File: src/rtl/obf_seq_ctrl_pkg.sv
// Shared definitions for the obfuscated-instruction sequencer: widths and state encoding.
package obf_seq_ctrl_pkg;

  localparam int OBF_PPC_WIDTH = 3;
  localparam int OBF_KEY_WIDTH = 8;

  typedef enum logic {
    OBF_SEQ_IDLE  = 1'b0,
    OBF_SEQ_ISSUE = 1'b1
  } obf_seq_state_e;

  // Number of generated instructions allowed per reference before forced termination.
  function automatic int obf_max_step(input int ppc_w);
    return 1 << ppc_w;
  endfunction

endpackage

File: src/rtl/obf_seq_ctrl_key_reg.sv
// Obfuscation key register: the active key only changes at a sequence boundary,
// and updates arriving mid-sequence are parked (latest wins) until that boundary.
module obf_seq_ctrl_key_reg #(
  parameter int KEY_W = 8
) (
  input  logic             clk,
  input  logic             rst,
  input  logic [KEY_W-1:0] key_i,
  input  logic             key_upd_i,
  input  logic             boundary_i,
  output logic [KEY_W-1:0] key_q_o,
  output logic             key_pend_o
);

  logic [KEY_W-1:0] key_q;
  logic [KEY_W-1:0] key_buf;
  logic             key_pend;

  always_ff @(posedge clk or posedge rst) begin
    if (rst) begin
      key_q    <= '0;
      key_buf  <= '0;
      key_pend <= 1'b0;
    end else if (boundary_i) begin
      // A same-cycle update is newer than anything parked, so it wins.
      if (key_upd_i) begin
        key_q <= key_i;
      end else if (key_pend) begin
        key_q <= key_buf;
      end
      key_pend <= 1'b0;
    end else if (key_upd_i) begin
      key_buf  <= key_i;
      key_pend <= 1'b1;
    end
  end

  assign key_q_o    = key_q;
  assign key_pend_o = key_pend;

endmodule

File: src/rtl/obf_seq_ctrl.sv
// Sequencer between fetch and decode: steps the substitution pointer over one reference
// instruction, issuing one generated instruction per step until the generator reports last.
//
// Handshakes: both interfaces use strict valid/ready. A transfer happens on the rising edge
// where valid and ready are both high; the producer holds valid and payload stable until then.
// Here if_ready_o and id_valid_o are combinational from state, flush_i and id_ready_i.
module obf_seq_ctrl
  import obf_seq_ctrl_pkg::*;
#(
  parameter int PPC_W    = OBF_PPC_WIDTH,
  parameter int KEY_W    = OBF_KEY_WIDTH,
  parameter int MAX_STEP = 1 << PPC_W
) (
  input  logic             clk,
  input  logic             rst,
  input  logic             obf_en_i,
  input  logic [KEY_W-1:0] key_i,
  input  logic             key_upd_i,
  input  logic             if_valid_i,
  input  logic [31:0]      if_insn_i,
  output logic             if_ready_o,
  output logic             id_valid_o,
  output logic [31:0]      id_insn_o,
  output logic             id_skip_o,
  input  logic             id_ready_i,
  input  logic             flush_i,
  output logic [31:0]      gen_ref_o,
  output logic [PPC_W-1:0] gen_ppc_o,
  output logic [KEY_W-1:0] gen_key_o,
  input  logic [31:0]      gen_insn_i,
  input  logic             gen_last_i,
  input  logic             gen_skip_i,
  output logic             busy_o,
  output logic             err_o,
  output obf_seq_state_e   dbg_state_o
);

  localparam logic [PPC_W-1:0] PPC_LAST = PPC_W'(MAX_STEP - 1);

  obf_seq_state_e   state_q, state_d;
  logic [31:0]      ref_q, ref_d;
  logic [PPC_W-1:0] ppc_q, ppc_d;
  logic             err_q, err_d;
  logic             at_max;
  logic             last_eff;
  logic             boundary;
  logic             if_ready;
  logic             id_valid;
  logic             key_pend;

  assign at_max   = (ppc_q == PPC_LAST);
  // Pass-through mode is always a single step; the pointer ceiling also forces the end.
  assign last_eff = gen_last_i | ~obf_en_i | at_max;

  always_ff @(posedge clk or posedge rst) begin
    if (rst) begin
      state_q <= OBF_SEQ_IDLE;
      ref_q   <= '0;
      ppc_q   <= '0;
      err_q   <= 1'b0;
    end else begin
      state_q <= state_d;
      ref_q   <= ref_d;
      ppc_q   <= ppc_d;
      err_q   <= err_d;
    end
  end

  always_comb begin
    state_d  = state_q;
    ref_d    = ref_q;
    ppc_d    = ppc_q;
    err_d    = 1'b0;
    if_ready = 1'b0;
    id_valid = 1'b0;
    boundary = 1'b0;

    if (flush_i) begin
      // Flush outranks everything: drop the reference and suppress both handshakes.
      state_d  = OBF_SEQ_IDLE;
      ppc_d    = '0;
      boundary = 1'b1;
    end else begin
      case (state_q)
        OBF_SEQ_IDLE: begin
          if_ready = 1'b1;
          boundary = 1'b1;
          if (if_valid_i) begin
            ref_d   = if_insn_i;
            ppc_d   = '0;
            state_d = OBF_SEQ_ISSUE;
          end
        end
        OBF_SEQ_ISSUE: begin
          id_valid = 1'b1;
          if (id_ready_i) begin
            if (last_eff) begin
              // Last step: reopen fetch in the same cycle so sequences run back to back.
              if_ready = 1'b1;
              boundary = 1'b1;
              ppc_d    = '0;
              err_d    = at_max & ~gen_last_i & obf_en_i;
              if (if_valid_i) begin
                ref_d = if_insn_i;
              end else begin
                state_d = OBF_SEQ_IDLE;
              end
            end else begin
              ppc_d = ppc_q + 1'b1;
            end
          end
        end
        default: begin
          state_d = OBF_SEQ_IDLE;
        end
      endcase
    end
  end

  obf_seq_ctrl_key_reg #(
    .KEY_W(KEY_W)
  ) u_key_reg (
    .clk        (clk),
    .rst        (rst),
    .key_i      (key_i),
    .key_upd_i  (key_upd_i),
    .boundary_i (boundary),
    .key_q_o    (gen_key_o),
    .key_pend_o (key_pend)
  );

  assign if_ready_o  = if_ready;
  assign id_valid_o  = id_valid;
  assign id_insn_o   = obf_en_i ? gen_insn_i : ref_q;
  assign id_skip_o   = obf_en_i & gen_skip_i;
  assign gen_ref_o   = ref_q;
  assign gen_ppc_o   = ppc_q;
  assign busy_o      = (state_q == OBF_SEQ_ISSUE);
  // The runaway pulse is registered, so it shows in the cycle after the terminating fire.
  assign err_o       = err_q;
  assign dbg_state_o = state_q;

  logic unused_ok;
  assign unused_ok = key_pend;

endmodule

File: config.mk
export PLATFORM = sky130hd
export DESIGN_NAME = obf_seq_ctrl
export DESIGN_NICKNAME = d
export VERILOG_FILES = /design/src/rtl/obf_seq_ctrl_pkg.sv /design/src/rtl/obf_seq_ctrl_key_reg.sv /design/src/rtl/obf_seq_ctrl.sv
export SDC_FILE = /design/constraint.sdc
export NUM_CORES = 1
export LEC_CHECK = 0
export ABC_AREA = 1
export BUFFER_PORTS_ARGS = -buffer_cell sky130_fd_sc_hd__buf_2
export CORE_AREA = 2 2 77 152
export CTS_BUF_LIST = sky130_fd_sc_hd__clkbuf_4 sky130_fd_sc_hd__clkbuf_8 sky130_fd_sc_hd__clkbuf_16
export DETAILED_ROUTE_END_ITERATION = 6
export DIE_AREA = 0 0 79 154
export GPL_TIMING_DRIVEN = 1
export SLEW_MARGIN = 20
export SYNTH_ARGS = -nofsm -noshare
export SYNTH_HDL_FRONTEND = slang
export SYNTH_SLANG_ARGS = --single-unit
File: constraint.sdc
create_clock -name clk -period 1.4 [get_ports clk]
set_input_delay 0.14 -clock clk [delete_from_list [all_inputs] [get_ports clk]]
set_output_delay 0.14 -clock clk [all_outputs]
set_load 0.05 [all_outputs]
==> results_dict.tcl <==
set metrics [dict create \
    status "complete, but fails checks" \
    violations "setup timing" \
    min_path_type "in -> reg" \
    syn_nets 461 \
    htree_levels 2 \
    synth_area_um2 3013 \
    fin_crit_sh_pct 120.6 \
    wirelength_um 9085 \
    yosysWarnings 0 \
    synth_top_area_share_pct 44.85 \
    drv_slew 0 \
    io_buffers 161 \
    dieHeight_um 154 \
    regToRegSetupSlack_ns -0.23 \
    layout_setup_ws_ns -0.2890 \
    syn2layout_area_growth_pct 51.70 \
    die-area_um2 12170 \
    wl_per_cell_um 13.00 \
    place_congestion 0.7781 \
    cts.clk_slew.worst_paths_ns 0.07 \
    cp.arrival_ns 1.55 \
    postSynthCellCount 378 \
    grt_pass1_wl_um 13990 \
    grt_use_total_pct 14.68 \
    synthFlopType "dfrtp_1" \
    yosys.area.top_type "dfrtp_1" \
    ios 162 \
    synth_area_leaders "dfrtp_1 45%, nand2_1 20%, o21ai_2 9.3%, nand2_2 6.4%, inv_1 4.9%" \
    core-area_um2 10950 \
    hold_ws_ns 0.07784 \
    leakage_nw 2.645 \
    cts_buffers 5 \
    tightest_slew_ns 0.4574 \
    yosysMostFrequentCell "nand2_1" \
    antenna_cells 0 \
    drive_gt1_share_pct 52.24 \
    cp_max_fo 2 \
    placed_cells 675 \
    avgViaCountPerCell 4.242 \
    overflow 0 \
    p_per_area_nw_per_um2 1316 \
    ant_nets 0 \
    grt_pass1_vias 2875 \
    cp-end-kind "primary output" \
    cts_tree "built" \
    critPathRequiredTime_ns 1.26 \
    final_nets 641 \
    relSlewSlack_pct 69.50 \
    clock_latency_ns 0.29 \
    antenna_found_initial 1 \
    drtIter0Drc 111 \
    period_needed_ns 1.689 \
    synthTopCellsByCount "162 x nand2_1, 54 x dfrtp_1, 39 x inv_1" \
    drt_first_pass_iters 4 \
    clock_skew_ns 0.005736 \
    synth_edf_count 0 \
    fillerInstances 1181 \
    dp_hpwl_um 6754 \
    vias 2965 \
    grt_max_degree 36 \
    multiInputGateArea_um2 1444 \
    post-route-drc-count 0 \
    max_freq_mhz 592.1 \
    drv_cap 0 \
    max-vdd-ir-drop_mv 0.6344 \
    rsz0062_at_grt "yes" \
    synth_cell_types 23 \
    rows 54 \
    final-hold-violation-count 0 \
    avgSynthCellArea_um2 7.971 \
    synth_seq_cells 54 \
    clock_path_buffers 2 \
    ys_seq_area_share_pct 44.85 \
    layoutNonFillerInstCount 699 \
    cp-start-kind "register" \
    cts_sinks 54 \
    seqCellArea_um2 1356 \
    postSynth.asyncResetShare_pct 100.0 \
    die_w_um 79 \
    setup_viol 54 \
    critPathKind "reg -> out" \
    max_stage_delay_ns 0.43 \
    cts_root_buf "clkbuf_16" \
    worstPathCellList "ha_4, ha_4, nor2_4, nand2_4, nand2_4, buf_12, nor2_4, buf_6" \
    crit_path_top_delay_cell "dfrtp_2" \
    start_util_pct 27.53 \
]
## timing repair
item,4_1_cts,5_1_grt
setup buffers,8,3
pin swaps,2,4
gates resized for setup,12,15
gates cloned,3,3
hold buffers,1,0
setup endpoints to repair,50,54
hold endpoints to repair,30,0
## layer usage
layer	wire length, um	global-route usage [%]	vias to the layer above
met5	7	0	-
met4	182	5.583	2
met3	462	3.228	11
met2	5290	29.02	84
met1	3143	14.11	1356
li1	-	-	1512
## cell families after synthesis
group	count (synthesis)	share of synthesized area (%)
DFF	54	44.85
buffers and inverters	61	10.63
AOI/OAI and AO/OA	37	10.26
and+or+nand+nor	224	33.43
adders and majority gates	2	0.8304
## layout by cell type (no fill, tap or decap), types with 3 or more instances in the layout
master and instances:
buf_2 160, nand2_1 156, dfrtp_1 50, inv_1 38
nand2_2 34, o21ai_2 32, buf_4 12, nand3_1 9
nand4_1 8, clkbuf_16 8, buf_12 7, buf_6 6
nand3_2 5, dfrtp_2 4, nor2_4 3, nand2_4 3
o21ai_1 3, buf_16 3
## layout make-up
| class | instances | share of cell area, % |
|---|---|---|
| tap | 140 | 3.832 |
| clock buffer | 5 | 2.737 |
| inverter | 42 | 3.586 |
| multi-input combinational | 263 | 31.59 |
| timing repair buffer | 192 | 27.70 |
| clock inverter | 3 | 0.8760 |
| sequential | 54 | 29.67 |
## registers in the layout (all words and copies together) (netlist names)
name,flops
busy_o,1
u_key_reg.key_q_o,8
gen_ref_o,32
u_key_reg.key_buf,8
gen_ppc_o,3
u_key_reg.key_pend_o,1
err_o,1
## critical path, delay by kind of cell, from the launching register on
kind / cells / cell delay [ns]
adder cells (fa/ha/maj): 2 / 0.33
buffers and inverters: 2 / 0.24
flip-flops: 1 / 0.43
AND/OR/NAND/NOR: 4 / 0.25
## path summary, 6_finish.rpt
path                       depth (start not counted)                          endpoint                              from
max                                                8                        if_ready_o          gen_ppc_o[1]$_DFFE_PP0P_
min                                                3         gen_ref_o[31]$_DFFE_PP0P_                     if_insn_i[31]
max reg2reg                                        9         gen_ref_o[15]$_DFFE_PP0P_          gen_ppc_o[1]$_DFFE_PP0P_
min reg2reg                                        2  u_key_reg.key_q_o[1]$_DFFE_PP0P_  u_key_reg.key_q_o[1]$_DFFE_PP0P_
max in group asynchronous                          4                  busy_o$_DFF_PP0_                               rst
min in group asynchronous                          4                   err_o$_DFF_PP0_                               rst
## through the flow
| stage | utilization [%] | worst slack [ns] | TNS (ns) | power (mW) | cell area [um^2] |
|---|---|---|---|---|---|
| global placement | 37.19 | -0.07514 | -2.026 | 4.473 | 4070 |
| detailed placement | 37.19 | -0.1274 | -3.673 | 4.510 | 4070 |
| global route | 41.76 | -0.3454 | -13.83 | 6.322 | 4571 |
| floorplan | - | -0.1669 | -7.016 | 3.876 | 3065 |
| finish | 41.76 | -0.2890 | -10.39 | 6.014 | 4571 |
| CTS | 40.62 | -0.3208 | -11.22 | 6.039 | 4446 |
## power breakdown
group	switching [mW]	total, mW	leakage [nW]	internal (mW)
clock network	0.563	1.40	0.0836	0.838
logic	1.84	2.57	1.89	0.727
registers	0.218	2.04	0.675	1.83
(Power assumes the default switching activity.)
